--- src/rtl/fc_layer_sequencer.sv ---
// Drives a single time-multiplexed MAC core through a fully-connected layer.
// The core shares rst with this block, so it is held in reset whenever rst=1.
module fc_layer_sequencer #(
  parameter int N         = 16,
  parameter int ACC_WIDTH = 40,
  parameter int MAX_IN    = 64,
  parameter int MAX_OUT   = 32,
  parameter int IW        = $clog2(MAX_IN + 1),
  parameter int OW        = $clog2(MAX_OUT + 1),
  parameter int WAW       = $clog2(MAX_IN * MAX_OUT)
) (
  input  logic                       clk,
  input  logic                       rst,
  input  logic                       start,
  input  logic                       abort,
  input  logic [IW-1:0]              cfg_n_in,
  input  logic [OW-1:0]              cfg_n_out,
  input  logic [1:0]                 cfg_act_sel,
  output logic                       busy,
  output logic                       done,
  output logic                       err,
  output logic [$clog2(MAX_IN)-1:0]  x_addr,
  output logic [WAW-1:0]             w_addr,
  output logic [$clog2(MAX_OUT)-1:0] b_addr,
  output logic                       mem_re,
  output logic                       core_start,
  output logic                       core_xw_val,
  output logic                       core_xw_last,
  output logic [1:0]                 core_act_sel,
  input  logic                       core_done,
  input  logic [N-1:0]               core_out,
  output logic                       y_we,
  output logic [$clog2(MAX_OUT)-1:0] y_addr,
  output logic [N-1:0]               y_wdata
);

  localparam int XAW = $clog2(MAX_IN);
  localparam int YAW = $clog2(MAX_OUT);
  localparam logic [IW-1:0] MAX_IN_C  = IW'(MAX_IN);
  localparam logic [OW-1:0] MAX_OUT_C = OW'(MAX_OUT);

  // The core accumulator must hold at least one full-width product.
  if (ACC_WIDTH < 2 * N) begin : g_acc_chk
    $error("ACC_WIDTH narrower than one product");
  end

  typedef enum logic [2:0] {IDLE, CHECK, ISSUE, WAIT, FIN} state_t;

  state_t          state_q, state_d;
  logic [IW-1:0]   n_in_q;
  logic [OW-1:0]   n_out_q;
  logic [1:0]      act_q;
  logic [XAW-1:0]  i_q;
  logic [YAW-1:0]  j_q;
  logic [WAW-1:0]  wp_q;
  logic            last_i, last_j, cfg_bad;

  assign last_i  = (IW'(i_q) == n_in_q - IW'(1));
  assign last_j  = (OW'(j_q) == n_out_q - OW'(1));
  assign cfg_bad = (n_in_q == '0) || (n_in_q > MAX_IN_C) ||
                   (n_out_q == '0) || (n_out_q > MAX_OUT_C);
  assign core_act_sel = act_q;

  always_comb begin
    state_d = state_q;
    busy    = (state_q != IDLE);
    done    = 1'b0;
    err     = 1'b0;
    mem_re  = 1'b0;
    x_addr  = '0;
    w_addr  = '0;
    b_addr  = '0;
    y_we    = 1'b0;
    y_addr  = '0;
    y_wdata = '0;
    case (state_q)
      IDLE:  if (start) state_d = CHECK;
      CHECK: state_d = cfg_bad ? FIN : ISSUE;
      ISSUE: begin
        mem_re = 1'b1;
        x_addr = i_q;
        w_addr = wp_q;
        b_addr = j_q;
        if (last_i) state_d = WAIT;
      end
      WAIT: if (core_done) begin
        y_we    = 1'b1;
        y_addr  = j_q;
        y_wdata = core_out;
        state_d = last_j ? FIN : ISSUE;
      end
      FIN: begin
        done    = 1'b1;
        err     = cfg_bad;
        state_d = IDLE;
      end
      default: state_d = IDLE;
    endcase
    // Abort kills every side effect of the current cycle, including a late core_done.
    if (abort && state_q != IDLE) begin
      state_d = IDLE;
      mem_re  = 1'b0;
      y_we    = 1'b0;
      done    = 1'b0;
      err     = 1'b0;
    end
  end

  always_ff @(posedge clk) begin
    if (rst) begin
      state_q      <= IDLE;
      n_in_q       <= '0;
      n_out_q      <= '0;
      act_q        <= '0;
      i_q          <= '0;
      j_q          <= '0;
      wp_q         <= '0;
      core_start   <= 1'b0;
      core_xw_val  <= 1'b0;
      core_xw_last <= 1'b0;
    end else begin
      state_q      <= state_d;
      // Core controls trail the read issue by one cycle to line up with read data.
      core_xw_val  <= mem_re;
      core_start   <= mem_re && (i_q == '0);
      core_xw_last <= mem_re && last_i;
      case (state_q)
        IDLE: if (start) begin
          n_in_q  <= cfg_n_in;
          n_out_q <= cfg_n_out;
          act_q   <= cfg_act_sel;
        end
        CHECK: begin
          i_q  <= '0;
          j_q  <= '0;
          wp_q <= '0;
        end
        ISSUE: begin
          i_q  <= i_q + 1'b1;
          wp_q <= wp_q + 1'b1;
        end
        WAIT: if (core_done && !last_j) begin
          j_q <= j_q + 1'b1;
          i_q <= '0;
        end
        default: ;
      endcase
    end
  end

endmodule

--- config.mk ---
export PLATFORM = sky130hd
export DESIGN_NAME = fc_layer_sequencer
export DESIGN_NICKNAME = d
export VERILOG_FILES = /design/src/rtl/fc_layer_sequencer.sv
export SDC_FILE = /design/constraint.sdc
export NUM_CORES = 1
export LEC_CHECK = 0
export BUFFER_PORTS_ARGS = -buffer_cell sky130_fd_sc_hd__buf_2
export CAP_MARGIN = 10
export CORE_ASPECT_RATIO = 0.5
export CORE_UTILIZATION = 45
export CTS_BUF_LIST = sky130_fd_sc_hd__clkbuf_16
export DETAILED_ROUTE_END_ITERATION = 12
export PLACE_DENSITY_LB_ADDON = 0.2
export SLEW_MARGIN = 20
export SYNTH_ARGS = -nofsm -noshare
export SYNTH_HDL_FRONTEND = slang
export SYNTH_SLANG_ARGS = --single-unit
--- constraint.sdc ---
create_clock -name clk -period 2.7 [get_ports clk]
set_clock_uncertainty 0.2 [all_clocks]
set_input_delay 0.135 -clock clk [delete_from_list [all_inputs] [get_ports clk]]
set_output_delay 0.135 -clock clk [all_outputs]
set_load 0.03 [all_outputs]
Yosys cells after proc, flatten, opt, wreduce, memory -nomap -nowiden. Index checks and enable logic that the tools add are counted.

Bits in registers: 43. Input bits: 36. Output and inout bits: 53. Word-level logic and storage cells: 75.

Add/sub/neg operators: 5. Order comparisons: 2. Equality and inequality tests: 10. Muxes and demuxes: 27. Reduce and logical (&&, ||, !) cells: 21.

Operator list (number): two-way mux 16 bit (2); one-hot mux 11 bit (2 select lines) (1); two-way mux 5 bit (4); one-hot mux 6 bit (3 select lines) (1); two-way mux 3 bit (5); zero test 6 bit (2); two-way mux 6 bit (2); one-hot mux 3 bit (4 select lines) (1); adder 11 x 1 -> 11 bit, second input constant (1); two-way mux 11 bit (1); one-hot mux 5 bit (2 select lines) (1); two-way mux 1 bit (9); inequality test 2 bit, second input constant (4); equality test 6 x 7 -> 1 bit (1); greater-than comparator 7 bit, second input constant (1); zero test 7 bit (1); subtractor 7 x 1 -> 7 bit, second input constant (1); adder 6 x 1 -> 6 bit, second input constant (1); equality test 3 x 2 -> 1 bit, second input constant (2); equality test 5 x 6 -> 1 bit (1); greater-than comparator 6 bit, second input constant (1); AND reduction 2 bit (3); nonzero test 3 bit (2); subtractor 6 x 1 -> 6 bit, second input constant (1); 10 further kinds (16).

Depth between registers and ports, before layout. Gate-level depths: netlist (run 1).

Word-level depth: 6. Mapped depth: 8. Depth with buffers taken out: 8.

Worst setup path after synthesis (run 1). No wires, ideal clock.

Kind: register -> output. Start point: register state_q[1]. End point: output err. Arrival time: 2274 ps. Setup slack: 91 ps. Stages on the path, launching flop included: 4. Buffers on the path: 1. Cell sequence: dfxtp_1 clkbuf_1 nor4b_1 nor2b_1.

Word-level cells in the longest chain between the ends: 3.

RTL lines: start: declaration (line 49) `state_t state_q, state_d;`; start signal: assignment (line 122) `state_q <= state_d;`; equality test 3 bit or nonzero test 3 bit (tied branches) (line 76, 100); two-way mux 1 bit or logical AND 1 bit (tied branches) (line 76, 100); two-way mux 1 bit (*) (line 100) `if (abort && state_q != IDLE) begin`; end: declaration (line 21) `output logic err,`.

Mark *: on every way between the ends. The rest lies on a longest branch, timed or not.

Worst setup path in the final report (run 1).
Start point: register n_in_q[1]. End point: register state_q[0].

Word-level cells in the longest chain between the ends: 4.

RTL lines: start: declaration (line 50) `logic [IW-1:0] n_in_q;`; start signal: assignment (line 129) `n_in_q <= cfg_n_in;`; subtractor 7 x 1 -> 7 bit (line 58) `assign last_i = (IW'(i_q) == n_in_q - IW'(1));`; equality test 6 x 7 -> 1 bit (line 58); inequality test 2 bit (no line); AND reduction 3 bit (no line).

No other way between the ends. A chain may end at the register's enable or synchronous reset.

==> run metrics, run 1 <==
Clock Root Buffer=clkbuf_16; Die Span Y=55.6 microns; FF+latch area=862 sq um; gr busiest metal=met2; vias in the first global route=2,424; M3 GR Usage=~4.7%; Initial Util=a little under half; num rows=19; HP Class=primary input to flop; diode count=0; cts bufs inserted=5; first-pass GRT wire length=10.8 mm; Yosys cell types=49; period utilization=95.7%; die area=0.00608 sq mm; routed wire length=about 6.5 mm; FFs w/ async S/R, synth=0%; DR pass1 iterations=4; Worst Setup End Kind=flop; CTS tree=done; Leakage=1.59 nW; I/O Buffers=88; Gate Count Post-Synth=334; via/cell ratio=5.14; critical-path cell list=inv_1 -> ha_1 -> buf_4 -> xor2_1 -> nor2_1 -> o31ai_1 -> or4_1 -> mux2_4 -> a2111oi_4; met2 usage=around 40%; GRT met1 Usage=27.7%; CTS Buffer Depth=2; Remaining DRCs=0; DR WL/cell=about 13 microns; Finished Cell Area=0.00338 sq mm; Slew headroom=approximately three fifths; CP max FO=4; RSZ-0062 raised after global routing=no; Post-DP Area=0.00308 sq mm; Iteration-0 DRC Markers=95; GPL Wtd Cong=0.864; Worst-path clk slew=~0.06 ns; Worst EP arrival=2.57 ns; Layout Nets=~480; Ports=just under 90; Setup CP Type=flop to flop; postcts setup bufs=0; sequential area share after synthesis=33.3%; largest stage delay on the critical path=0.55 ns; MaxCap Viol Count=0; DP HPWL=between 4 and 5 mm; PD cells=480 mW/mm^2; antenna violations before repair=0; worst vdd ir=279 uV; Syn-to-layout area delta=30.6%; DIE WIDTH=between 100 and 150 microns; Fill cells=502; Avg Cell Area, Syn=7.75 sq um; area occupied by multi-input gates=0.00160 sq mm; status=finished, final reports clean; largest net degree at the start of global routing=32; Core ar.=0.00552 sq mm; Synth warnings=0; Final Setup Violations=0; Finished Layout Cells=505; Vias=2,596; gr usage total=22.5%; remaining antenna violation count=0; Placed Cells=481; Syn Nets=378; crit path max-delay cell type=or4_1; pin slew with the least headroom to its limit=between 0.6 and 0.7 ns; Top FF cell, synth=dfxtp_1; clock sink count=43; clock insertion delay at the later pin of the skew report=0.28 ns; TNS Setup=0 ns; Seq cells post-synth=43; overall power=1.62 mW; crit start category=flop; Post-Syn Area=0.00259 sq mm; fin crit period=2.58 ns; CP required=~2.7 ns; Post-synth EDFFs=0; grt ovf=0; Slew Limit Fails=0; Max Clk Rate=387 MHz; share of layout cells above drive strength 1=24.8%; final core utilization=61.3%; CTS H-Tree Depth=2; Final Hold Fails=0
## registers in the layout (all words and copies together), names as in the netlist
signal / count
core_start: 1
core_xw_last: 1
i_q: 6
j_q: 5
wp_q: 11
n_out_q: 6
core_act_sel: 2
state_q: 3
n_in_q: 7
core_xw_val: 1
## cells in the final DEF, fill, tap and decap left out, drive strengths merged, types with 5 or more instances in the layout
| master | n |
|---|---|
| a21oi | 20 |
| a22oi | 5 |
| and2 | 42 |
| and3 | 5 |
| buf | 94 |
| clkbuf | 5 |
| dfxtp | 43 |
| dlygate4sd3 | 16 |
| ha | 8 |
| inv | 13 |
| nand2 | 46 |
| nand3 | 9 |
| nor2 | 34 |
| nor3 | 6 |
| nor4 | 5 |
| o21ai | 5 |
| xnor2 | 13 |
| xor2 | 12 |
## worst max-delay path, delay by kind of cell (launching register included)
kind / cells / cell delay [ns]
XOR/XNOR: 1 / 0.14
buffers and inverters: 2 / 0.22
AND/OR/NAND/NOR: 2 / 0.67
multiplexers: 1 / 0.30
adder cells (fa/ha/maj): 1 / 0.19
AO/OA/AOI/OAI: 2 / 0.42
flip-flops: 1 / 0.35
## metal layers
| layer | vias up | share of wire [%] |
|---|---|---|
| met2 | 65 | 49 |
| met5 | - | 0 |
| met4 | 0 | 0.65 |
| met1 | 1199 | 45 |
| met3 | 6 | 5.2 |
| li1 | 1326 | - |
## stage by stage
| stage | hold slack [ns] | setup slack [ns] |
|---|---|---|
| finish | 0.000880 | 0.116 |
| detailed placement | 0.184 | 0.0475 |
| floorplan | 0.0108 | 0.0906 |
| global route | 0.0218 | 0.00295 |
| CTS | 0.000492 | 0.0371 |
| global placement | 0.176 | 0.185 |
## power breakdown
group,internal [mW],switching (mW)
Clock,0.333,0.240
Combinational,0.153,0.194
Sequential,0.662,0.0402
## final timing paths
kind,end,start,slack [ns],cells after the start
max reg2reg,state_q[0],n_in_q[1],0.12,9
min reg2reg,core_act_sel[0],core_act_sel[0],0.26,2
max,state_q[0],n_in_q[1],0.12,9
min,j_q[0],core_done,0.0009,3
## cell type report
type,count,share of cell area (%)
clock buffer,5,3.70
clock inverter,3,0.333
inverter,12,1.33
multi-input combinational,259,47.3
sequential,43,25.5
tap,73,2.70
timing repair buffer,110,19.1
## what timing repair did
item	CTS	global route
hold buffers	16	0
hold endpoints to repair	17	0
setup endpoints to repair	0	1
gates resized for setup	0	2
## logic make-up after synthesis
family                     Yosys count  synth area share, %
AOI/OAI and AO/OA                   60                 16.7
xor gates and xnor gates            25                 8.46
adders and majority gates            8                 3.87
buffers and inverters               32                 4.93
DFF                                 43                 33.3
muxes                                2                0.967
and+or+nand+nor                    164                 31.8
## synth_stat cells, types with 3 or more instances
cell type	n	area share (%)
a211oi_1	4	1.2
a21oi_1	20	3.9
a22oi_1	5	1.5
a311oi_1	4	1.4
a31oi_1	3	0.73
and2_1	42	10
and3_1	5	1.2
clkbuf_1	19	2.8
dfxtp_1	43	33
ha_1	8	3.9
inv_1	12	1.7
nand2_1	46	6.7
nand2b_1	3	0.73
nand3_1	9	1.7
nor2_1	34	4.9
nor3_1	5	0.97
nor4_1	5	1.2
o21ai_0	4	0.77
xnor2_1	13	4.4
xor2_1	12	4.1
Power figures use the tool's default switching activity.
==> run 2, diff against run 1 <==
ABC_AREA = 1   (was unset)
==> run 2 against run 1 <==
Effect of this change:
- non-clock buffer count stayed put
- synthesized cell count is 37% higher
- combinational power grew to 3.8 times the previous value
- maximum frequency is 21% higher
- worst hold slack better by 0.023 ns
- final cell count is 25% higher
- largest cell class unchanged
- largest power group is now combinational logic
- critical endpoint is now w_addr[0]
- die area is 6.5% higher
==> run metrics, run 2 <==
status=finished, final reports clean; Synth top area share=31.2%; Placed Cells=604; share of layout cells above drive strength 1=20.1%; largest net degree at the start of global routing=25; Top FF cell, synth=dfxtp_1; Layout Nets=between 600 and 700; RSZ-0062 raised after global routing=no; vias in the first global route=2,705; crit start category=flop; final core utilization=63.0%; HP Class=primary input to flop; CTS hold repair buffers=19; Synth warnings=0; PD cells=798 mW/mm^2; CTS H-Tree Depth=2; Initial Util=48.4%; FFs w/ async S/R, synth=0%; Iteration-0 DRC Markers=169; largest cells by area after synthesis=dfxtp_1 31%, nand2_1 16%, nor2_1 10%; period utilization=79.2%; Core ar.=0.00571 sq mm; DR pass1 iterations=5; gr usage total=between 20% and 30%; Syn-to-layout area delta=30.2%; Fill cells=536; Post-Syn Area=0.00276 sq mm; DP HPWL=roughly 5.3 mm; Hold Slack=0.0243 ns; via/cell ratio=between 4 and 5; overall power=2.87 mW; Leakage=1.75 nW; Post-synth EDFFs=0; Gate Count Post-Synth=456; Ports=89; pin slew with the least headroom to its limit=0.675 ns; first-pass GRT wire length=12.1 mm; list of most frequent post-synthesis cells=118 x nand2_1, 77 x nor2_1, 57 x inv_1; antenna violations before repair=0; Vias=roughly 3,100; Slew headroom=54.9%; I/O Buffers=88; Worst EP arrival=1.80 ns; worst vdd ir=330 uV; clock insertion delay at the later pin of the skew report=0.29 ns; Yosys cell types=30; top-count cell post-synth=nand2_1; CP required=2.37 ns; num rows=19; fin crit period=roughly 2.1 ns; Worst-path clk slew=0.06 ns; Finished Layout Cells=631; most common cell after layout, fill and taps aside=nand2_1; GPL Wtd Cong=0.835; Max Clk Rate=468 MHz; biggest registers after layout=wp_q (11), n_in_q (7); MaxCap Viol Count=0; CTS Buffer Depth=2; sequential area share after synthesis=31.2%; Remaining DRCs=0; grt ovf=0; Final Hold Fails=0; Syn Nets=500; cts bufs inserted=5; CTS tree=done; remaining antenna violation count=0; # resized after CTS=0; clock sink count=43; DIE WIDTH=~110 microns; Die Span Y=57.4 microns; leading area contributor after synthesis=dfxtp_1; Avg Cell Area, Syn=slightly above 6 sq um; Setup CP Type=flop to output port; Seq cells post-synth=43; routed wire length=approximately 7.3 mm; Most flops, register=wp_q; max reg flops=11; Clock Root Buffer=clkbuf_16; Slew Limit Fails=0; postcts setup bufs=0; DR WL/cell=11.5 microns; TNS Setup=0 ns; commonest non-fill, non-tap cells in the layout=118 x nand2_1, 88 x buf_2, 77 x nor2_1; die area=0.00647 sq mm; CP max FO=16; Worst Setup End Kind=output port; Final Setup Violations=0; diode count=0
-- run 2: cell types whose count changed in the layout (fill, tap and decap cells not counted), moves of 4 or more --
cell / delta
a21oi_1: +13
a311oi_1: -4
and2_1: -42
and3_1: -5
inv_1: +44
nand2_1: +72
nand3_1: +32
nor2_1: +43
o21ai_0: +17
xnor2_1: -11
xor2_1: -6
-- run 2: power by group --
group          internal [mW]  switching [mW]  total [mW]
clock network          0.432           0.256       0.688
logic                  0.440           0.895        1.33
registers              0.743           0.102       0.844
total                   1.61            1.25        2.87
-- run 2: critical path: stages, from the launching register on --
cell and delay, ns:
dfxtp_1 0.32, inv_1 0.07, nor2_1 0.12, nand2_1 0.26, buf_4 0.30, nor2_1 0.20, buf_2 0.24
-- run 2: layer usage --
metal  routed length (microns)  share of wire (%)  GRT usage (%)  vias to the layer above
met3                       456                6.3           4.46                        7
met5                         0                  0              0                        -
li1                          -                  -              -                     1649
met4                        55               0.76           6.29                        0
met1                      3670                 50           32.5                     1381
met2                      3100                 43           37.7                      101
-- run 2: cell families (layout without fill, tap and decap cells) --
family	Yosys count	in the layout	synth area share, %
and+or+nand+nor	260	260	39.8
buffers and inverters	74	176	10.6
AOI/OAI and AO/OA	63	63	12.2
DFF	43	43	31.2
adders and majority gates	8	8	3.62
xor gates and xnor gates	8	8	2.54
-- run 2: worst paths after layout --
kind / start / end / slack [ns] / cells past startpoint
hold reg to reg: core_act_sel[1] / core_act_sel[1] / 0.27 / 2
hold / removal: abort / core_xw_val / 0.02 / 4
setup / recovery: state_q[1] / w_addr[0] / 0.56 / 6
setup reg to reg: n_out_q[0] / j_q[0] / 0.60 / 14
-- run 2: cell type report --
cell class	instances	area [sq um]	share of cell area [%]
Timing Repair Buffer	110	653	18.2
Tap cell	73	91.3	2.54
Sequential cell	43	861	23.9
Multi-Input combinational cell	339	1610	44.7
Inverter	58	218	6.06
Clock buffer	5	125	3.48
Clock inverter	3	38.8	1.08
-- run 2: per-stage QoR --
stage          setup slack (ns)  instance area [sq um]
5_1_grt                   0.358                   3590
3_3_place_gp              0.674                   3240
2_1_floorplan             0.347                   2760
3_5_place_dp              0.642                   3240
4_1_cts                   0.567                   3590
6_report                  0.562                   3590
